**src/rtl/fetch_sequencer.sv**
```systemverilog
// -----------------------------------------------------------------------------
// fetch_sequencer
//
// Owns the fetch-stage PC and walks instruction-memory requests through a
// valid/ready request channel and a valid-only response channel, with at most
// one request outstanding. The fetched word is held in a local buffer and
// presented to the F/D pipeline register together with PC+4. A bubble (F/D
// clear) is raised whenever no valid instruction is being delivered.
//
// Decode stalls freeze delivery. Branch redirects (acted on only when decode
// is not stalled) reload the PC. A response belonging to a request issued
// before a redirect is stale and is drained without being delivered.
//
// Ports:
//   clock            system clock, rising-edge active
//   reset_n          synchronous active-low reset
//   imem_req_valid   request valid (asserted only in ISSUE)
//   imem_req_addr    word-aligned fetch address (= pc_f)
//   imem_req_ready   memory accepts the request when valid & ready
//   imem_resp_valid  one-cycle pulse accompanying read data
//   imem_resp_data   instruction word
//   stall_d          decode stall from the hazard unit
//   redirect_valid   taken branch/jump in decode
//   redirect_pc      redirect target; low two bits ignored
//   pc_f             current fetch PC
//   pc_plus_four_f   pc_f + 4 (wraps modulo 2^32)
//   instruction_f    held instruction word, 0 when not delivering
//   bubble_d         clear for the F/D register
//   stall_f          fetch is not delivering this cycle
// -----------------------------------------------------------------------------
module fetch_sequencer #(
    parameter logic [31:0] RESET_PC = 32'h0040_0000
) (
    input  logic        clock,
    input  logic        reset_n,

    output logic        imem_req_valid,
    output logic [31:0] imem_req_addr,
    input  logic        imem_req_ready,
    input  logic        imem_resp_valid,
    input  logic [31:0] imem_resp_data,

    input  logic        stall_d,
    input  logic        redirect_valid,
    input  logic [31:0] redirect_pc,

    output logic [31:0] pc_f,
    output logic [31:0] pc_plus_four_f,
    output logic [31:0] instruction_f,
    output logic        bubble_d,
    output logic        stall_f
);

    typedef enum logic [1:0] {
        ISSUE = 2'd0,
        WAIT  = 2'd1,
        HOLD  = 2'd2,
        DRAIN = 2'd3
    } state_t;

    localparam logic [31:0] WORD_MASK = 32'hFFFF_FFFC;

    state_t      state;
    state_t      state_next;
    logic [31:0] pc_q;
    logic [31:0] pc_next;
    logic [31:0] instr_q;
    logic [31:0] instr_next;

    logic        redirect;
    logic [31:0] redirect_target;
    logic        req_accept;
    logic [31:0] pc_inc;

    // A redirect issued while decode is stalled belongs to an instruction
    // that has not really resolved yet, so it is ignored.
    assign redirect        = redirect_valid & ~stall_d;
    assign redirect_target = redirect_pc & WORD_MASK;
    assign pc_inc          = pc_q + 32'd4;
    assign req_accept      = imem_req_valid & imem_req_ready;

    // ------------------------------------------------------------------
    // State / datapath registers
    // ------------------------------------------------------------------
    always_ff @(posedge clock) begin
        if (!reset_n) begin
            state   <= ISSUE;
            pc_q    <= RESET_PC & WORD_MASK;
            instr_q <= '0;
        end else begin
            state   <= state_next;
            pc_q    <= pc_next;
            instr_q <= instr_next;
        end
    end

    // ------------------------------------------------------------------
    // Next-state and output logic
    // ------------------------------------------------------------------
    always_comb begin
        state_next     = state;
        pc_next        = pc_q;
        instr_next     = instr_q;
        imem_req_valid = 1'b0;
        bubble_d       = 1'b1;
        instruction_f  = '0;

        unique case (state)
            ISSUE: begin
                // Responses seen here can only be leftovers from before a
                // reset and are ignored. The address may change while valid
                // is held only as a result of a redirect.
                imem_req_valid = 1'b1;
                if (redirect) begin
                    pc_next = redirect_target;
                end
                if (req_accept) begin
                    // An accepted request that coincides with a redirect
                    // fetches the wrong path; its response must be drained.
                    state_next = redirect ? DRAIN : WAIT;
                end
            end

            WAIT: begin
                if (imem_resp_valid) begin
                    if (redirect) begin
                        pc_next    = redirect_target;
                        state_next = ISSUE;
                    end else begin
                        instr_next = imem_resp_data;
                        state_next = HOLD;
                    end
                end else if (redirect) begin
                    pc_next    = redirect_target;
                    state_next = DRAIN;
                end
            end

            HOLD: begin
                instruction_f = instr_q;
                bubble_d      = redirect;
                if (!stall_d) begin
                    // F/D register latches (or is cleared) at this edge, so
                    // the buffer is no longer needed in either case.
                    instr_next = '0;
                    state_next = ISSUE;
                    pc_next    = redirect ? redirect_target : pc_inc;
                end
            end

            DRAIN: begin
                // Later redirects only retarget the PC; leaving DRAIN still
                // requires the stale response to come back first.
                if (redirect) begin
                    pc_next = redirect_target;
                end
                if (imem_resp_valid) begin
                    state_next = ISSUE;
                end
            end

            default: begin
                state_next = ISSUE;
            end
        endcase
    end

    assign imem_req_addr  = pc_q;
    assign pc_f           = pc_q;
    assign pc_plus_four_f = pc_inc;
    assign stall_f        = (state != HOLD) | stall_d;

endmodule

```
**config.mk**
```make
export PLATFORM = sky130hd
export DESIGN_NAME = fetch_sequencer
export DESIGN_NICKNAME = d
export VERILOG_FILES = /design/src/rtl/fetch_sequencer.sv
export SDC_FILE = /design/constraint.sdc
export NUM_CORES = 1
export LEC_CHECK = 0
export ABC_CLOCK_PERIOD_IN_PS = 5300
export BUFFER_PORTS_ARGS = -buffer_cell sky130_fd_sc_hd__buf_4
export CAP_MARGIN = 20
export CORE_ASPECT_RATIO = 1.25
export CORE_MARGIN = 5
export CORE_UTILIZATION = 40
export CTS_BUF_LIST = sky130_fd_sc_hd__clkbuf_8
export CTS_CLUSTER_DIAMETER = 100
export DETAILED_ROUTE_END_ITERATION = 16
export PLACE_DENSITY_LB_ADDON = 0.1
export SKIP_LAST_GASP = 1
export SLEW_MARGIN = 0
export SYNTH_ARGS = -nofsm -noshare
export SYNTH_HDL_FRONTEND = slang
export SYNTH_SLANG_ARGS = --single-unit
```
**constraint.sdc**
```tcl
create_clock -name clock -period 5.3 [get_ports clock]
set_clock_uncertainty 0.1 [all_clocks]
set_input_delay 0 -clock clock [delete_from_list [all_inputs] [get_ports clock]]
set_output_delay 0 -clock clock [all_outputs]
set_load 0.02 [all_outputs]
```
==> metrics.csv, run 1 <==
metric,value,unit
critical_path_class,register to output pin,
die-area,0.01215,mm²
ctsResizeCount,0,
cp_num_buf_inv,1,
clock_sinks,64,
fin_area,0.006091,mm²
fmax,378.4,MHz
cts.path.max_buffers,2,
p_per_area,212.0,mW/mm²
leakage,2.661,nW
grt-ovfl-total,0,
grt_pass1_vias,4167,
dpl.hpwl,8628,µm
stdcell_count,831,
rsz0062_at_grt,no,
gp_congestion,0.7955,
fin_ws,2.658,ns
track_usage,20.75,%
finalPower,1.291,mW
peakVddDrop,0.1619,mV
hold_class,input pin to register,
viasPerCell,5.111,
final_common_cell,buf_4,
grt_pass1_wl,20580,µm
status,finished clean,
tightest_slew,0.7588,ns
initial_core_util,40.34,%
routed_wl,13050,µm
drt_iter0_drc,159,
clk_pin_slew,0.07,ns
pre_cts_slack,3.035,ns
netlist_area,0.004015,mm²
cap_violations,0,
die_w,99.61,µm
worstSkewPairLatency,0.34,ns
synth.avg_cell_area,8.144,µm²
slowest_stage,nor2_2,
setup.worst_path.end_class,output pin,
cp_num_cells,7,
vias,4247,
worstPathRequired,5.20,ns
drv_slew,0,
syn_inst,493,
hold_ws,0.02305,ns
coreArea,0.009952,mm²
period_share,49.86,%
tns,0,ns
ios,201,
async_flop_share,0,%
synth_warnings,0,
numCtsBuffers,9,
drt-wirelength-per-cell,15.70,µm
cts_tree,done,
diodes,0,
setup_viol,0,
post-route-util,61.20,%
yosysSeqAreaShare,31.91,%
hold_viol,0,
cp_slowest_stage_delay,0.46,ns
drc,0,
slew-limit-headroom,49.41,%
dpl.cell_count,752,
reg2reg_depth,7,
antenna_found_initial,0,
synth-edff-count,0,
path_cells,ha_1 > nand4_1 > nor2_2 > and2_1 > nand2_1 > xnor2_1 > buf_4,
worstSetupStartpointType,register,
fin_crit,2.642,ns
cts_root_buf,clkbuf_8,
fill_cells,879,
path_max_fanout,10,
ys_types,60,
area_delta_synth_final,51.70,%
hold-path-cell-count,4,
num_rows,41,
layout_common_cells,"buf_4 (197), dlygate4sd3_1 (64), dfxtp_1 (64)",
yosys_register_bits,64,
portBuffers,192,
cts.htree.levels,3,
worst_ep_arrival_time,2.54,ns
drive_gt1_share,33.33,%
die_h,122.0,µm
worst_path_dominant_cell_family,simple AND/OR/NAND/NOR gates,
drtPass1Iterations,4,
drtAntennaViolNets,0,
placed_area,0.005264,mm²
synth_ff_type,dfxtp_1,
grt_max_degree,66,
final_nets,769,
flip-flops by register name, summed over array words and instances, names as in the netlist:
name / flops
instr_q: 32
imem_req_addr: 30
state: 2
path summary, 6_finish.rpt:
| kind | startpoint | endpoint | slack [ns] |
|---|---|---|---|
| min reg2reg | instr_q[20] | instr_q[20] | 0.36 |
| max | imem_req_addr[2] | pc_plus_four_f[30] | 2.66 |
| max reg2reg | imem_req_addr[2] | imem_req_addr[14] | 2.71 |
| min | redirect_pc[4] | imem_req_addr[4] | 0.02 |
synth_stat cells (7+ instances only):
| cell type | count | area, µm² |
|---|---|---|
| a21boi_0 | 30 | 225.2 |
| and2_1 | 40 | 250.2 |
| a21oi_1 | 7 | 35.03 |
| o21ai_0 | 13 | 65.06 |
| buf_2 | 10 | 50.05 |
| o21a_1 | 11 | 82.58 |
| xnor2_1 | 18 | 157.7 |
| xor2_1 | 9 | 78.83 |
| nand4_1 | 7 | 43.79 |
| dfxtp_1 | 64 | 1281 |
| buf_4 | 36 | 270.3 |
| nor3_1 | 7 | 35.03 |
| nor2_1 | 20 | 75.07 |
| nand3_1 | 42 | 210.2 |
| o221ai_1 | 11 | 96.34 |
| clkbuf_1 | 21 | 78.83 |
| nand2_1 | 57 | 214.0 |
logic make-up after synthesis:
family,count (synthesis),synth area share [%]
AO/OA/AOI/OAI,108,20.10
XOR/XNOR,28,6.295
adder cells (fa/ha/maj),1,0.3116
buffers and inverters,77,11.47
flip-flops,64,31.91
other,1,0.09340
AND/OR/NAND/NOR,214,29.82
cell type report:
cell class	count	area [µm²]	share of cell area [%]
clock buffers	10	137.6	2.260
clock inverters	5	48.80	0.8012
inverters	4	15.01	0.2465
multi-input cells	357	2300	37.76
flip-flops and latches	64	1281	21.04
well taps	129	161.4	2.650
repair buffers	262	2147	35.25
timing repair:
item | CTS | global route
hold endpoints to repair | 62 | 0
setup endpoints to repair | 0 | 0
hold buffers | 64 | 0
buffers inserted | 0 | 0
worst register-to-register path, stage by stage, from the launching register on:
cell	delay [ns]
dfxtp_1	0.44
ha_1	0.32
nand4_1	0.28
nor2_2	0.46
a31o_2	0.23
a21oi_1	0.05
nor2_1	0.09
dlygate4sd3_1	0.55
report_power, final:
part	switching [mW]	internal (mW)	total, mW
logic	0.166	0.169	0.335
clock network	0.188	0.223	0.412
registers	0.0390	0.505	0.544
routing by layer:
metal  wire length (µm)  vias up  part of all wire, %  global-route usage, %
met5                  0        -                    0                      0
met4                121        0                 0.93                  5.551
met3               1121        9                  8.6                  6.186
met2               6775      143                   52                  37.31
met1               5027     1994                   39                  23.80
li1                   -     2101                    -                      -
No activity file was read; power rests on OpenSTA's default activity.
==> run 2, diff against run 1 <==
--- a/config.mk
+++ b/config.mk
@@ -5,7 +5,7 @@
 export SDC_FILE = /design/constraint.sdc
 export NUM_CORES = 1
 export LEC_CHECK = 0
-export ABC_CLOCK_PERIOD_IN_PS = 5300
+export ABC_CLOCK_PERIOD_IN_PS = 2300
 export BUFFER_PORTS_ARGS = -buffer_cell sky130_fd_sc_hd__buf_4
 export CAP_MARGIN = 20
 export CORE_ASPECT_RATIO = 1.25
==> constraint.sdc (replaced) <==
create_clock -name clock -period 2.3 [get_ports clock]
set_clock_uncertainty 0.1 [all_clocks]
set_input_delay 0 -clock clock [delete_from_list [all_inputs] [get_ports clock]]
set_output_delay 0 -clock clock [all_outputs]
set_load 0.02 [all_outputs]
==> run 2 against run 1 <==
Non-clock buffer count increased by 24. Sequential share of layout area fell by 0.72 points. Clock power grew 150%. Power grew 140%. First-iteration DRC count up 3.1%. Sequential power grew 130%. Register-to-register slack got worse by 2.6 ns. Worst hold slack got worse by 0.012 ns. Count of clock-buffer cells in the layout unchanged. Via count is 2.9% higher. Worst setup slack worse by 2.5 ns. Largest cell class is now non-clock buffers. Largest power group unchanged.
==> metrics.csv, run 2 (synthesized netlist as in run 1, its figures left out) <==
metric,value,unit
status,finished clean,
coreArea,0.009952,mm²
drtPass1Iterations,5,
setup_viol,0,
initial_core_util,40.34,%
clk_pin_slew,0.08,ns
num_rows,41,
cts_root_buf,clkbuf_8,
grt-ovfl-total,0,
hold_class,input pin to register,
sw_frac_of_total,31.46,%
startpoint,imem_req_addr[3],
drv_slew,0,
p_clk_share,32.9,%
regToRegStartpoint,state[1],
cts_tree,done,
critical_path_class,register to output pin,
post-route-util,63.88,%
clock_sinks,64,
worst_path_dominant_cell_family,buffers and inverters,
fmax,456.6,MHz
drc,0,
drt_iter0_drc,164,
grt_max_degree,45,
tightest_slew,0.8049,ns
cap_violations,0,
die_h,122.0,µm
routed_wl,13530,µm
worstHoldStart,reset_n,
antenna_found_initial,0,
ios,201,
final_common_cell,buf_4,
period_share,95.23,%
worstPathRequired,2.20,ns
worstSetupStartpointType,register,
largest_register_ffs,32,
setup.worst_path.end_class,output pin,
pwr-share-comb,27.1,%
area_delta_synth_final,58.34,%
leakage,2.785,nW
track_usage,21.61,%
rrSetupSlack,0.15,ns
gp_congestion,0.7771,
peakVddDrop,0.3707,mV
p_per_area,486.0,mW/mm²
fin_crit,2.190,ns
portBuffers,192,
grt_pass1_wl,21280,µm
drtAntennaViolNets,0,
final_nets,793,
drt-wirelength-per-cell,15.81,µm
intPower,2.118,mW
die-area,0.01215,mm²
stdcell_count,856,
rsz0062_at_grt,yes,
path_max_fanout,6,
viasPerCell,5.104,
cp_num_buf_inv,3,
sequentialPowerShare,40.1,%
cp_common_cell,buf_4,
hold_viol,0,
grt_pass1_vias,4289,
numCtsBuffers,9,
path_cells,ha_2 > nand4_1 > buf_4 > nor4_4 > buf_4 > and2_1 > xor2_1 > buf_4,
cts.htree.levels,3,
slowest_stage,dfxtp_2,
drive_gt1_share,37.55,%
die_w,99.61,µm
vias,4369,
cts.path.max_buffers,2,
diodes,0,
cp_slowest_stage_delay,0.38,ns
dpl.hpwl,8903,µm
slew-limit-headroom,46.34,%
regMostFlops,instr_q,
fill_cells,871,
worstSkewPairLatency,0.35,ns
layout_common_cells,"buf_4 (217), dlygate4sd3_1 (66), nand2_1 (57)",
dpl.cell_count,770,
p_switching,0.9720,mW
worst_ep_arrival_time,2.09,ns
-- run 2: per-layer routing --
metal	global-route usage, %	wire (µm)	share of wire [%]	vias to the layer above
met1	23.91	5197	38	2044
li1	-	-	-	2152
met2	38.87	7078	52	155
met3	6.529	1080	8.0	18
met5	0	0	0	-
met4	7.771	176	1.3	0
-- run 2: power by group through the flow --
stage	Clock (mW)	Sequential [mW]	Combinational (mW)
2_1_floorplan	0	1.30	0.390
3_3_place_gp	0	1.25	0.724
3_5_place_dp	0	1.26	0.729
4_1_cts	1.04	1.23	0.824
5_1_grt	1.08	1.25	0.895
6_report	1.02	1.24	0.836
-- run 2: metrics by stage --
stage          worst slack, ns  instance area, µm²  total power, mW  hold slack (ns)  setup TNS (ns)
2_1_floorplan          0.05930                4034            1.688          0.03488               0
3_3_place_gp            0.2373                5379            1.978           0.1475               0
4_1_cts             -0.0007214                6281            3.097         0.008353      -0.0007214
5_1_grt               -0.06569                6357            3.225          0.01642        -0.07480
6_report                0.1097                6357            3.090          0.01098               0
3_5_place_dp            0.2360                5379            1.987           0.1579               0
-- run 2: repair_timing --
action,4_1_cts,5_1_grt
pin swaps,3,0
endpoints found under the setup margin,16,15
hold buffers,66,0
resized for setup,3,18
setup buffers,3,0
endpoints found under the hold margin,63,0
cloned,0,1
-- run 2: worst paths after layout --
check | to | cells after the start
setup / recovery | pc_plus_four_f[20] | 8
hold / removal | imem_req_addr[3] | 2
setup reg to reg | imem_req_addr[2] | 6
hold reg to reg | instr_q[20] | 2
-- run 2: area by class of cell --
cell class	instances	area, µm²	area share (%)
clock buffer	10	137.6	2.165
multi-input combinational	357	2337	36.76
inverter	4	15.01	0.2362
timing repair buffer	286	2346	36.90
tap	129	161.4	2.539
clock inverter	6	68.82	1.082
sequential	64	1291	20.31
==> run 3, diff against run 2 <==
--- a/config.mk
+++ b/config.mk
@@ -10,7 +10,7 @@
 export CAP_MARGIN = 20
 export CORE_ASPECT_RATIO = 1.25
 export CORE_MARGIN = 5
-export CORE_UTILIZATION = 40
+export CORE_UTILIZATION = 35
 export CTS_BUF_LIST = sky130_fd_sc_hd__clkbuf_8
 export CTS_CLUSTER_DIAMETER = 100
 export DETAILED_ROUTE_END_ITERATION = 16
==> run 3 against run 2 <==
Sequential cell count unchanged. Core utilization decreased by 7.4 points. Clock power decreased by 20%. Die area increased by 13%. Routed wire length increased by 3.8%. Critical path type is now register to register. Critical endpoint is now imem_req_addr[20].
==> metrics.csv, run 3 (synthesized netlist as in run 1, its figures left out) <==
metric,value,unit
regMostFlops,instr_q,
cts.path.max_buffers,2,
drtPass1Iterations,4,
pre_cts_slack,0.1998,ns
fill_cells,1039,
tightest_slew,0.7254,ns
drt_iter0_drc,159,
fin_ws,0.1178,ns
rsz0062_at_grt,yes,
vias,4361,
hold_viol,0,
drv_slew,0,
viasPerCell,5.018,
cp_slowest_stage_delay,0.60,ns
grt_pass1_wl,22380,µm
cts_root_buf,clkbuf_8,
cts.htree.levels,3,
path_max_fanout,9,
area_delta_synth_final,57.46,%
clock_sinks,64,
ios,201,
grt_pass1_vias,4434,
critical_path_class,register to register,
gp_congestion,0.8221,
die_w,105.8,µm
fmax,458.3,MHz
drt-wirelength-per-cell,16.17,µm
worstSetupStartpointType,register,
grt_max_degree,36,
cap_violations,0,
dpl.hpwl,9596,µm
die_h,129.8,µm
cts_tree,done,
largest_register_ffs,32,
track_usage,20.04,%
hold_ws,0.02714,ns
grt-ovfl-total,0,
setup_viol,0,
numCtsBuffers,9,
setup.worst_path.end_class,register,
drtAntennaViolNets,0,
num_rows,43,
antenna_found_initial,0,
status,finished clean,
worstSkewPairLatency,0.34,ns
layout_common_cells,"buf_4 (227), dlygate4sd3_1 (67), dfxtp_1 (58)",
routed_wl,14050,µm
p_per_area,457.7,mW/mm²
final_nets,801,
period_share,94.88,%
fin_crit,2.182,ns
worstPathRequired,2.48,ns
path_cells,nor2b_2 > o21a_2 > buf_4 > o221ai_1 > dlygate4sd3_1 > nor2_1,
leakage,2.809,nW
slowest_stage,dlygate4sd3_1,
initial_core_util,35.88,%
slew-limit-headroom,51.13,%
hold_class,input pin to register,
die-area,0.01373,mm²
portBuffers,192,
worst_ep_arrival_time,2.37,ns
diodes,0,
peakVddDrop,0.2525,mV
clk_pin_slew,0.07,ns
coreArea,0.01119,mm²
drive_gt1_share,37.33,%
drc,0,
final_common_cell,buf_4,
## run 3: cell type report
type / count / area [µm²] / share of cell area [%]
Clock buffer: 9 / 123.9 / 1.959
Clock inverter: 6 / 28.78 / 0.4552
Inverter: 4 / 15.01 / 0.2375
Multi-Input combinational cell: 357 / 2317 / 36.65
Sequential cell: 64 / 1294 / 20.46
Tap cell: 135 / 168.9 / 2.672
Timing Repair Buffer: 294 / 2375 / 37.56
## run 3: stage by stage
stage	cells	setup TNS, ns	cell area, µm²	utilization, %	total power, mW
final	869	0	6322	56.50	2.894
after global routing	869	-0.06870	6322	56.50	3.043
after CTS	864	0	6261	55.95	2.924
after detailed placement	780	0	5416	48.40	2.000
after global placement	780	0	5416	48.40	1.991
after floorplan	498	0	4034	-	1.688
## run 3: critical path, delay by kind of cell (launching register included)
| family | cells | cell delay [ns] |
|---|---|---|
| buffers and inverters | 2 | 0.81 |
| DFF | 1 | 0.44 |
| AOI/OAI and AO/OA | 2 | 0.40 |
| and+or+nand+nor | 2 | 0.38 |
## run 3: per-layer routing
metal | vias up | share of wire (%) | GRT usage, %
li1 | 2162 | - | -
met2 | 126 | 53 | 36.94
met5 | - | 0 | 0
met1 | 2063 | 40 | 22.54
met3 | 10 | 6.2 | 4.998
met4 | 0 | 1.2 | 6.936
## run 3: where the power goes
| group | internal (mW) | switching (mW) |
|---|---|---|
| combinational | 0.421 | 0.428 |
| clock | 0.372 | 0.447 |
| sequential | 1.16 | 0.0613 |
| total | 1.96 | 0.936 |
## run 3: path summary, 6_finish.rpt
path                       endpoint  depth (start not counted)            from  slack, ns
hold reg to reg         instr_q[23]                          2     instr_q[23]       0.36
setup reg to reg  imem_req_addr[20]                          6        state[1]       0.12
hold / removal     imem_req_addr[4]                          4  redirect_pc[4]       0.03
setup / recovery  imem_req_addr[20]                          6        state[1]       0.12
## run 3: what timing repair did
item / in CTS / in global routing
pin swaps: 2 / 3
setup endpoints to repair: 9 / 11
setup buffers: 2 / 5
gates resized for setup: 2 / 11
hold buffers: 67 / 0
hold endpoints to repair: 62 / 0
